===== src/rtl/insn_fetch_if.sv =====
`default_nettype none
// ============================================================================
//  Module      : insn_fetch_if
//  Description : Execute-stage control, instruction-memory and decoder
//                handshake signals of the instruction fetch front end.
//  Revision    : 1.0  initial release
// ============================================================================
interface insn_fetch_if;
    logic        i_redirect;
    logic [63:0] i_redirect_pc;
    logic        i_halt;
    logic        o_mem_req;
    logic [63:0] o_mem_addr;
    logic        i_mem_ack;
    logic [31:0] i_mem_data;
    logic        o_insn_valid;
    logic [31:0] o_insn;
    logic [63:0] o_insn_pc;
    logic        i_insn_ready;
    logic        o_halted;
    logic        o_fault;

    // Fetch unit side
    modport master (
        input  i_redirect, i_redirect_pc, i_halt, i_mem_ack, i_mem_data, i_insn_ready,
        output o_mem_req, o_mem_addr, o_insn_valid, o_insn, o_insn_pc, o_halted, o_fault
    );

    // Environment side: execute stage, instruction memory and decoder
    modport slave (
        output i_redirect, i_redirect_pc, i_halt, i_mem_ack, i_mem_data, i_insn_ready,
        input  o_mem_req, o_mem_addr, o_insn_valid, o_insn, o_insn_pc, o_halted, o_fault
    );
endinterface
`default_nettype wire


===== src/rtl/insn_fetch.sv =====
`default_nettype none
// ============================================================================
//  Module      : insn_fetch
//  Description : Instruction fetch front end: owns the fetch PC, issues one
//                outstanding word read at a time and buffers returned words
//                in a small FIFO for the decoder. Optional macro
//                INSN_FETCH_ALIGN_CHECK_EN halts with a fault on misaligned
//                redirect targets instead of silently aligning them.
//  Revision    : 1.0  initial release
// ============================================================================
module insn_fetch #(
    parameter logic [63:0] RESET_PC   = 64'h0,
    parameter int          FIFO_DEPTH = 2
) (
    input  wire logic      i_clk,
    input  wire logic      i_rst,
    insn_fetch_if.master   bus
);

    localparam int c_PTR_W = $clog2(FIFO_DEPTH);
    localparam int c_CNT_W = c_PTR_W + 1;
    localparam logic [c_CNT_W-1:0] c_DEPTH = c_CNT_W'(FIFO_DEPTH);

    typedef enum logic [1:0] {
        ST_FETCH  = 2'd0,
        ST_WAIT   = 2'd1,
        ST_DRAIN  = 2'd2,
        ST_HALTED = 2'd3
    } state_t;

    state_t             r_state, w_state_nxt;
    logic [63:0]        r_pc, w_pc_nxt;
    logic [63:0]        r_addr, w_addr_nxt;
    logic               r_pend, w_pend_nxt;
    logic               r_fault, w_fault_nxt;
    logic [c_CNT_W-1:0] r_count;
    logic [c_PTR_W-1:0] r_wr_ptr, r_rd_ptr;
    logic [31:0]        r_fifo_data [FIFO_DEPTH];
    logic [63:0]        r_fifo_pc   [FIFO_DEPTH];

    logic               w_req, w_valid, w_push, w_pop, w_flush;
    logic               w_halt_take, w_redir_take, w_redir_bad, w_outstanding;
    logic [63:0]        w_redir_tgt;

`ifdef INSN_FETCH_ALIGN_CHECK_EN
    assign w_redir_bad = (bus.i_redirect_pc[1:0] != 2'b00);
    assign w_redir_tgt = bus.i_redirect_pc;
`else
    assign w_redir_bad = 1'b0;
    assign w_redir_tgt = bus.i_redirect_pc & ~64'h3;
`endif

    // Credit check uses registered count only, keeping i_insn_ready off the request path
    assign w_req = !i_rst && (((r_state == ST_FETCH) && (r_count < c_DEPTH)) ||
                              (r_state == ST_WAIT) || (r_state == ST_DRAIN) ||
                              ((r_state == ST_HALTED) && r_pend));
    assign w_valid       = !i_rst && (r_count != '0);
    assign w_halt_take   = bus.i_halt && (r_state != ST_HALTED);
    assign w_redir_take  = bus.i_redirect && !bus.i_halt && (r_state != ST_HALTED);
    assign w_flush       = w_halt_take || w_redir_take;
    assign w_outstanding = w_req && !bus.i_mem_ack;
    assign w_push        = w_req && bus.i_mem_ack && !w_flush &&
                           ((r_state == ST_FETCH) || (r_state == ST_WAIT));
    assign w_pop         = w_valid && bus.i_insn_ready && !w_flush;

    always_comb begin
        w_state_nxt = r_state;
        w_pc_nxt    = r_pc;
        w_pend_nxt  = r_pend;
        w_fault_nxt = r_fault;
        if (w_halt_take) begin
            w_state_nxt = ST_HALTED;
            w_pend_nxt  = w_outstanding;
        end else if (w_redir_take) begin
            w_pc_nxt = w_redir_tgt;
            if (w_redir_bad) begin
                w_state_nxt = ST_HALTED;
                w_pend_nxt  = w_outstanding;
                w_fault_nxt = 1'b1;
            end else begin
                w_state_nxt = w_outstanding ? ST_DRAIN : ST_FETCH;
            end
        end else begin
            case (r_state)
                ST_FETCH: begin
                    if (w_push)
                        w_pc_nxt = r_pc + 64'd4;
                    else if (w_req)
                        w_state_nxt = ST_WAIT;
                end
                ST_WAIT: begin
                    if (w_push) begin
                        w_pc_nxt    = r_pc + 64'd4;
                        w_state_nxt = ST_FETCH;
                    end
                end
                ST_DRAIN: begin
                    if (bus.i_mem_ack)
                        w_state_nxt = ST_FETCH;
                end
                ST_HALTED: begin
                    if (bus.i_mem_ack)
                        w_pend_nxt = 1'b0;
                end
                default: w_state_nxt = ST_FETCH;
            endcase
        end
    end

    // The presented address freezes while a request is in flight, even if pc is redirected
    assign w_addr_nxt = w_outstanding ? r_addr : w_pc_nxt;

    always_ff @(posedge i_clk) begin
        if (i_rst) begin
            r_state  <= ST_FETCH;
            r_pc     <= RESET_PC;
            r_addr   <= RESET_PC;
            r_pend   <= 1'b0;
            r_fault  <= 1'b0;
            r_count  <= '0;
            r_wr_ptr <= '0;
            r_rd_ptr <= '0;
        end else begin
            r_state <= w_state_nxt;
            r_pc    <= w_pc_nxt;
            r_addr  <= w_addr_nxt;
            r_pend  <= w_pend_nxt;
            r_fault <= w_fault_nxt;
            if (w_flush) begin
                r_count  <= '0;
                r_wr_ptr <= '0;
                r_rd_ptr <= '0;
            end else begin
                if (w_push)
                    r_wr_ptr <= r_wr_ptr + c_PTR_W'(1);
                if (w_pop)
                    r_rd_ptr <= r_rd_ptr + c_PTR_W'(1);
                if (w_push && !w_pop)
                    r_count <= r_count + c_CNT_W'(1);
                else if (w_pop && !w_push)
                    r_count <= r_count - c_CNT_W'(1);
            end
        end
    end

    always_ff @(posedge i_clk) begin
        if (w_push) begin
            r_fifo_data[r_wr_ptr] <= bus.i_mem_data;
            r_fifo_pc[r_wr_ptr]   <= r_pc;
        end
    end

    assign bus.o_mem_req    = w_req;
    assign bus.o_mem_addr   = r_addr;
    assign bus.o_insn_valid = w_valid;
    assign bus.o_insn       = r_fifo_data[r_rd_ptr];
    assign bus.o_insn_pc    = r_fifo_pc[r_rd_ptr];
    assign bus.o_halted     = (r_state == ST_HALTED);
    assign bus.o_fault      = r_fault;

endmodule
`default_nettype wire


===== src/flat_wrapper.sv =====
// flat-port wrapper written by rule: the top's interface ports become plain ports
module insn_fetch_flat 
#(
    parameter logic [63:0] RESET_PC   = 64'h0,
    parameter int          FIFO_DEPTH = 2
)
  (i_clk, i_rst, bus_i_redirect, bus_i_redirect_pc, bus_i_halt, bus_i_mem_ack, bus_i_mem_data, bus_i_insn_ready, bus_o_mem_req, bus_o_mem_addr, bus_o_insn_valid, bus_o_insn, bus_o_insn_pc, bus_o_halted, bus_o_fault);
  insn_fetch_if bus_i ();
  input  wire logic i_clk;
  input  wire logic i_rst;
  input wire logic [$bits(bus_i.i_redirect)-1:0] bus_i_redirect;
  input wire logic [$bits(bus_i.i_redirect_pc)-1:0] bus_i_redirect_pc;
  input wire logic [$bits(bus_i.i_halt)-1:0] bus_i_halt;
  input wire logic [$bits(bus_i.i_mem_ack)-1:0] bus_i_mem_ack;
  input wire logic [$bits(bus_i.i_mem_data)-1:0] bus_i_mem_data;
  input wire logic [$bits(bus_i.i_insn_ready)-1:0] bus_i_insn_ready;
  output wire logic [$bits(bus_i.o_mem_req)-1:0] bus_o_mem_req;
  output wire logic [$bits(bus_i.o_mem_addr)-1:0] bus_o_mem_addr;
  output wire logic [$bits(bus_i.o_insn_valid)-1:0] bus_o_insn_valid;
  output wire logic [$bits(bus_i.o_insn)-1:0] bus_o_insn;
  output wire logic [$bits(bus_i.o_insn_pc)-1:0] bus_o_insn_pc;
  output wire logic [$bits(bus_i.o_halted)-1:0] bus_o_halted;
  output wire logic [$bits(bus_i.o_fault)-1:0] bus_o_fault;
  assign bus_i.i_redirect = bus_i_redirect;
  assign bus_i.i_redirect_pc = bus_i_redirect_pc;
  assign bus_i.i_halt = bus_i_halt;
  assign bus_i.i_mem_ack = bus_i_mem_ack;
  assign bus_i.i_mem_data = bus_i_mem_data;
  assign bus_i.i_insn_ready = bus_i_insn_ready;
  assign bus_o_mem_req = bus_i.o_mem_req;
  assign bus_o_mem_addr = bus_i.o_mem_addr;
  assign bus_o_insn_valid = bus_i.o_insn_valid;
  assign bus_o_insn = bus_i.o_insn;
  assign bus_o_insn_pc = bus_i.o_insn_pc;
  assign bus_o_halted = bus_i.o_halted;
  assign bus_o_fault = bus_i.o_fault;
  insn_fetch #(.RESET_PC(RESET_PC), .FIFO_DEPTH(FIFO_DEPTH)) u_core (.i_clk(i_clk), .i_rst(i_rst), .bus(bus_i));
endmodule

===== config.mk =====
export PLATFORM = sky130hd
export DESIGN_NAME = insn_fetch_flat
export DESIGN_NICKNAME = d
export VERILOG_FILES = /design/src/rtl/insn_fetch_if.sv /design/src/rtl/insn_fetch.sv /design/src/flat_wrapper.sv
export SDC_FILE = /design/constraint.sdc
export NUM_CORES = 1
export LEC_CHECK = 0
export BUFFER_PORTS_ARGS = -buffer_cell sky130_fd_sc_hd__buf_2
export CAP_MARGIN = 25
export CORE_MARGIN = 2
export CORE_UTILIZATION = 40
export CTS_BUF_LIST = sky130_fd_sc_hd__clkbuf_16
export DETAILED_ROUTE_END_ITERATION = 8
export PLACE_DENSITY_LB_ADDON = 0.12
export REMOVE_ABC_BUFFERS = 1
export SLEW_MARGIN = 20
export SYNTH_ARGS = -nofsm -noshare
export SYNTH_HDL_FRONTEND = slang
export SYNTH_SLANG_ARGS = --single-unit

===== constraint.sdc =====
create_clock -name i_clk -period 13.5 [get_ports i_clk]
set_clock_uncertainty 0.2 [all_clocks]
set_input_delay 2.7 -clock i_clk [delete_from_list [all_inputs] [get_ports i_clk]]
set_output_delay 2.7 -clock i_clk [all_outputs]
set_load 0.03 [all_outputs]

==> out/summary.md <==
The minimum period implied by the final worst setup slack is 6.41 ns. The routed design has 40400 um of wire. The largest net degree at the start of global routing was 66; the overflow left after global routing was 0. The die is 191 um tall. The fraction of synthesized area in multiplexers was 9.37%. Measured against its own limit, the worst slew margin works out to 35.2%.

The post-placement cell area was 15700 um2; the final instance count without filler cells was 1887. The number of antenna violations at the first check in global routing came out at 1. For this run, the post-layout net count is 1511. For this design the static power due to leakage is 6.39 nW. For the pin with the worst max-slew slack, the measured transition is 0.971 ns. Once placement completed, the tool counted placed cells totaling 1819. By area, the combinational part of the netlist is dominated by simple AND/OR/NAND/NOR gates. For the area of the core region, the log shows 34500 um2. The setup path with the least slack is of type input pin to primary output.

CTS placed an instance of sky130_fd_sc_hd__clkbuf_16 at the clock tree root. TritonCTS built the clock tree. The tools report the count of endpoints failing hold in the final timing report as 0.

The worst min-delay path category was flip-flop to flip-flop. The worst vdd rail ir drop came out at 0.0000829 V. The tools report the row count as 68. After Yosys synthesis, full adders, half adders and majority gates account for 0.539% of the synthesized area.

Summing every instance area after synthesis gives 13900 um2. The logs give 40.4% for the initial cell density of the core and 0 for the number of nets with antenna violations after routing. The post-route netlist has 33.7% of its cells at a drive strength greater than 1. Among all flip-flop cells after synthesis, the most frequent one is sky130_fd_sc_hd__edfxtp_1. The power per cell area came out at 143 nW/um2. After detailed routing, the average wire length per cell comes to 21.4 um. The tools report the global-route wire length before repair as 59800 um.

In this run the post-CTS setup repair buffer count came out at 0. The area growth from synthesis to layout came out at 21.2%. The clock edge transition at the registers on the reported setup and hold paths is 0.06 ns. In the layout the commonest cells are sky130_fd_sc_hd__buf_2, sky130_fd_sc_hd__edfxtp_1, sky130_fd_sc_hd__nor2_1. At the worst endpoint, the required time is 10.60 ns. The most common library cell in the layout ignoring fill and taps is sky130_fd_sc_hd__buf_2.

Summing the areas of all compound-gate instances in the mapped netlist gives 10.3% of the synthesized area. 0 antenna diodes ended up in the layout. The via count of the first global-routing pass is 9933. The ratio of final minimum period to clock period is 47.5%, and the share of synthesized cell area in and, or, nand and nor gates is 14.3%. The maximum clock path buffer count came out at 3. At the end of routability-driven placement, the weighted congestion stood at 0.782. For the total of hold buffers inserted after clock tree synthesis, the log shows 0. After routing the design area is 16900 um2.

In this run the count of I/O pins placed on the die edge is 266. The die covers 36400 um2. Summed over all failing endpoints, the final setup total negative slack is 0 ns.

In this run the worst path has a maximum fanout of 42. Detailed placement finished with a half-perimeter wire length of 26700 um. The number of flops mapped to enable cells by yosys works out to 192. The detailed-route DRC error count came out at 0.

Aggregate global-route resource usage: 21.9%. The per-instance average area after synthesis was 12.0 um2; the worst hold margin was 0.252 ns. For the number of sinks on the clock net, the log shows 328.

The total of warnings raised by yosys was 0. Across the whole layout, storage elements account for 8490 um2. For the total clock buffers created by CTS, the log shows 37. The post-detailed-route via-to-cell ratio came out at 5.44. Timing would allow up to 156 MHz. Setup repair after global routing left no endpoint under its margin. In this run, the number of DRC markers left after iteration 0 of detailed routing was 739.

The synthesized design contains 328 register bits. Number of distinct library cells after synthesis: 78. The final core utilization is 49.0%, and the number of iterations in the first detailed-routing pass is 5.

The flow ran to the end, and the final reports show no timing, DRC or antenna violations. The tool flagged a number of max-cap violations equal to 0. Data arrives at the worst endpoint at 3.51 ns.

The total setup violations reported at the end of the flow came out at 0. The worst setup path is captured at a primary output. The launching element type of the critical path was an input pin. The count of buffers added on input and output ports is 262. The tools report the H-tree depth as 2.

For the max-slew violation total from the final report, the log shows 0. The multi-input combinational cells in the finished layout cover a total of 5130 um2. The number of gates resized after cts was 0; the share of the yosys chip area belonging to registers was 60.9%. The logs give 1159 for the gate count after technology mapping and 10300 for the number of vias after detailed routing. In this run the horizontal extent of the chip is 191 um. The clock latency of the later-clocked register in the worst-skew pair came out at 0.52 ns. The share of flip-flops with an asynchronous set or reset after synthesis works out to 0%. The filler cells instantiated in the layout total 3191.

The area share of xor/xnor cells in the synthesized design works out to 2.01%.
==> synthesized netlist by cell type, types with 13 or more instances <==
| cell | instances | area [um2] |
|---|---|---|
| sky130_fd_sc_hd__inv_1 | 16 | 60.1 |
| sky130_fd_sc_hd__nand3_1 | 34 | 170 |
| sky130_fd_sc_hd__mux2_2 | 108 | 1220 |
| sky130_fd_sc_hd__o21ai_0 | 30 | 150 |
| sky130_fd_sc_hd__nand2_1 | 71 | 267 |
| sky130_fd_sc_hd__nand4_1 | 25 | 156 |
| sky130_fd_sc_hd__and3_1 | 13 | 81.3 |
| sky130_fd_sc_hd__a211oi_1 | 28 | 210 |
| sky130_fd_sc_hd__xor2_1 | 14 | 123 |
| sky130_fd_sc_hd__nor3_1 | 21 | 105 |
| sky130_fd_sc_hd__a21oi_1 | 37 | 185 |
| sky130_fd_sc_hd__dfxtp_1 | 136 | 2720 |
| sky130_fd_sc_hd__xnor2_1 | 18 | 158 |
| sky130_fd_sc_hd__clkbuf_1 | 59 | 221 |
| sky130_fd_sc_hd__nor2_1 | 151 | 567 |
| sky130_fd_sc_hd__edfxtp_1 | 192 | 5770 |
==> sequential cells by signal, indices dropped and copies added, names as in the netlist, named ones only <==
name,cells
u_core.r_wr_ptr,1
u_core.r_pend,1
u_core.bus.o_mem_addr,64
u_core.r_fifo_pc,128
u_core.r_count,2
u_core.r_rd_ptr,1
u_core.r_fifo_data,64
u_core.r_pc,64
u_core.r_state,2
==> path summary, 6_finish.rpt <==
kind | startpoint | end | slack, ns | depth (start not counted)
min | u_core.r_pc[1]$_SDFF_PP0_ | u_core.r_fifo_pc[0][1]$_DFFE_PP_ | 0.25 | 0
max | i_rst | bus_o_mem_req | 7.09 | 3
min reg2reg | u_core.r_pc[1]$_SDFF_PP0_ | u_core.r_fifo_pc[0][1]$_DFFE_PP_ | 0.25 | 0
max reg2reg | u_core.r_state[1]$_SDFFE_PP0P_ | u_core.r_fifo_data[0][21]$_DFFE_PP_ | 9.26 | 8
==> power by group <==
group / switching, W / total (W) / internal (W)
Combinational: 0.000190 / 0.000278 / 0.0000885
Sequential: 0.0000400 / 0.00115 / 0.00111
Clock: 0.000403 / 0.000991 / 0.000588
Total: 0.000633 / 0.00241 / 0.00178
==> cell families after synthesis <==
family	count (synthesis)
XOR/XNOR	32
other	1
AND/OR/NAND/NOR	387
flip-flops	328
adder cells (fa/ha/maj)	6
multiplexers	117
AO/OA/AOI/OAI	200
buffers and inverters	88
==> cell type report <==
type                    count  share of cell area, %
clock inverters            27                   1.15
clock buffers              41                   6.07
flip-flops and latches    328                   50.3
inverters                  17                  0.378
multi-input cells         743                   30.4
repair buffers            276                   8.40
well taps                 455                   3.37
==> routing by layer <==
metal	share of wire [%]	GRT usage, %	wire (um)
met1	46	31.1	18700
met2	45	34.8	18400
met3	6.2	3.85	2510
met4	2.0	5.75	822
met5	0.032	0	13
==> metrics by stage <==
step | worst slack (ns) | total power (W)
2_1_floorplan | 5.34 | 0.00133
3_3_place_gp | 7.08 | 0.00144
3_5_place_dp | 7.07 | 0.00145
4_1_cts | 7.08 | 0.00243
5_1_grt | 7.03 | 0.00251
6_report | 7.09 | 0.00241
==> critical path, stage by stage <==
cell	delay, ns
sky130_fd_sc_hd__buf_4	0.41
sky130_fd_sc_hd__nor2_1	0.16
sky130_fd_sc_hd__buf_2	0.21
Note: power is estimated with default switching activity, not from simulation.
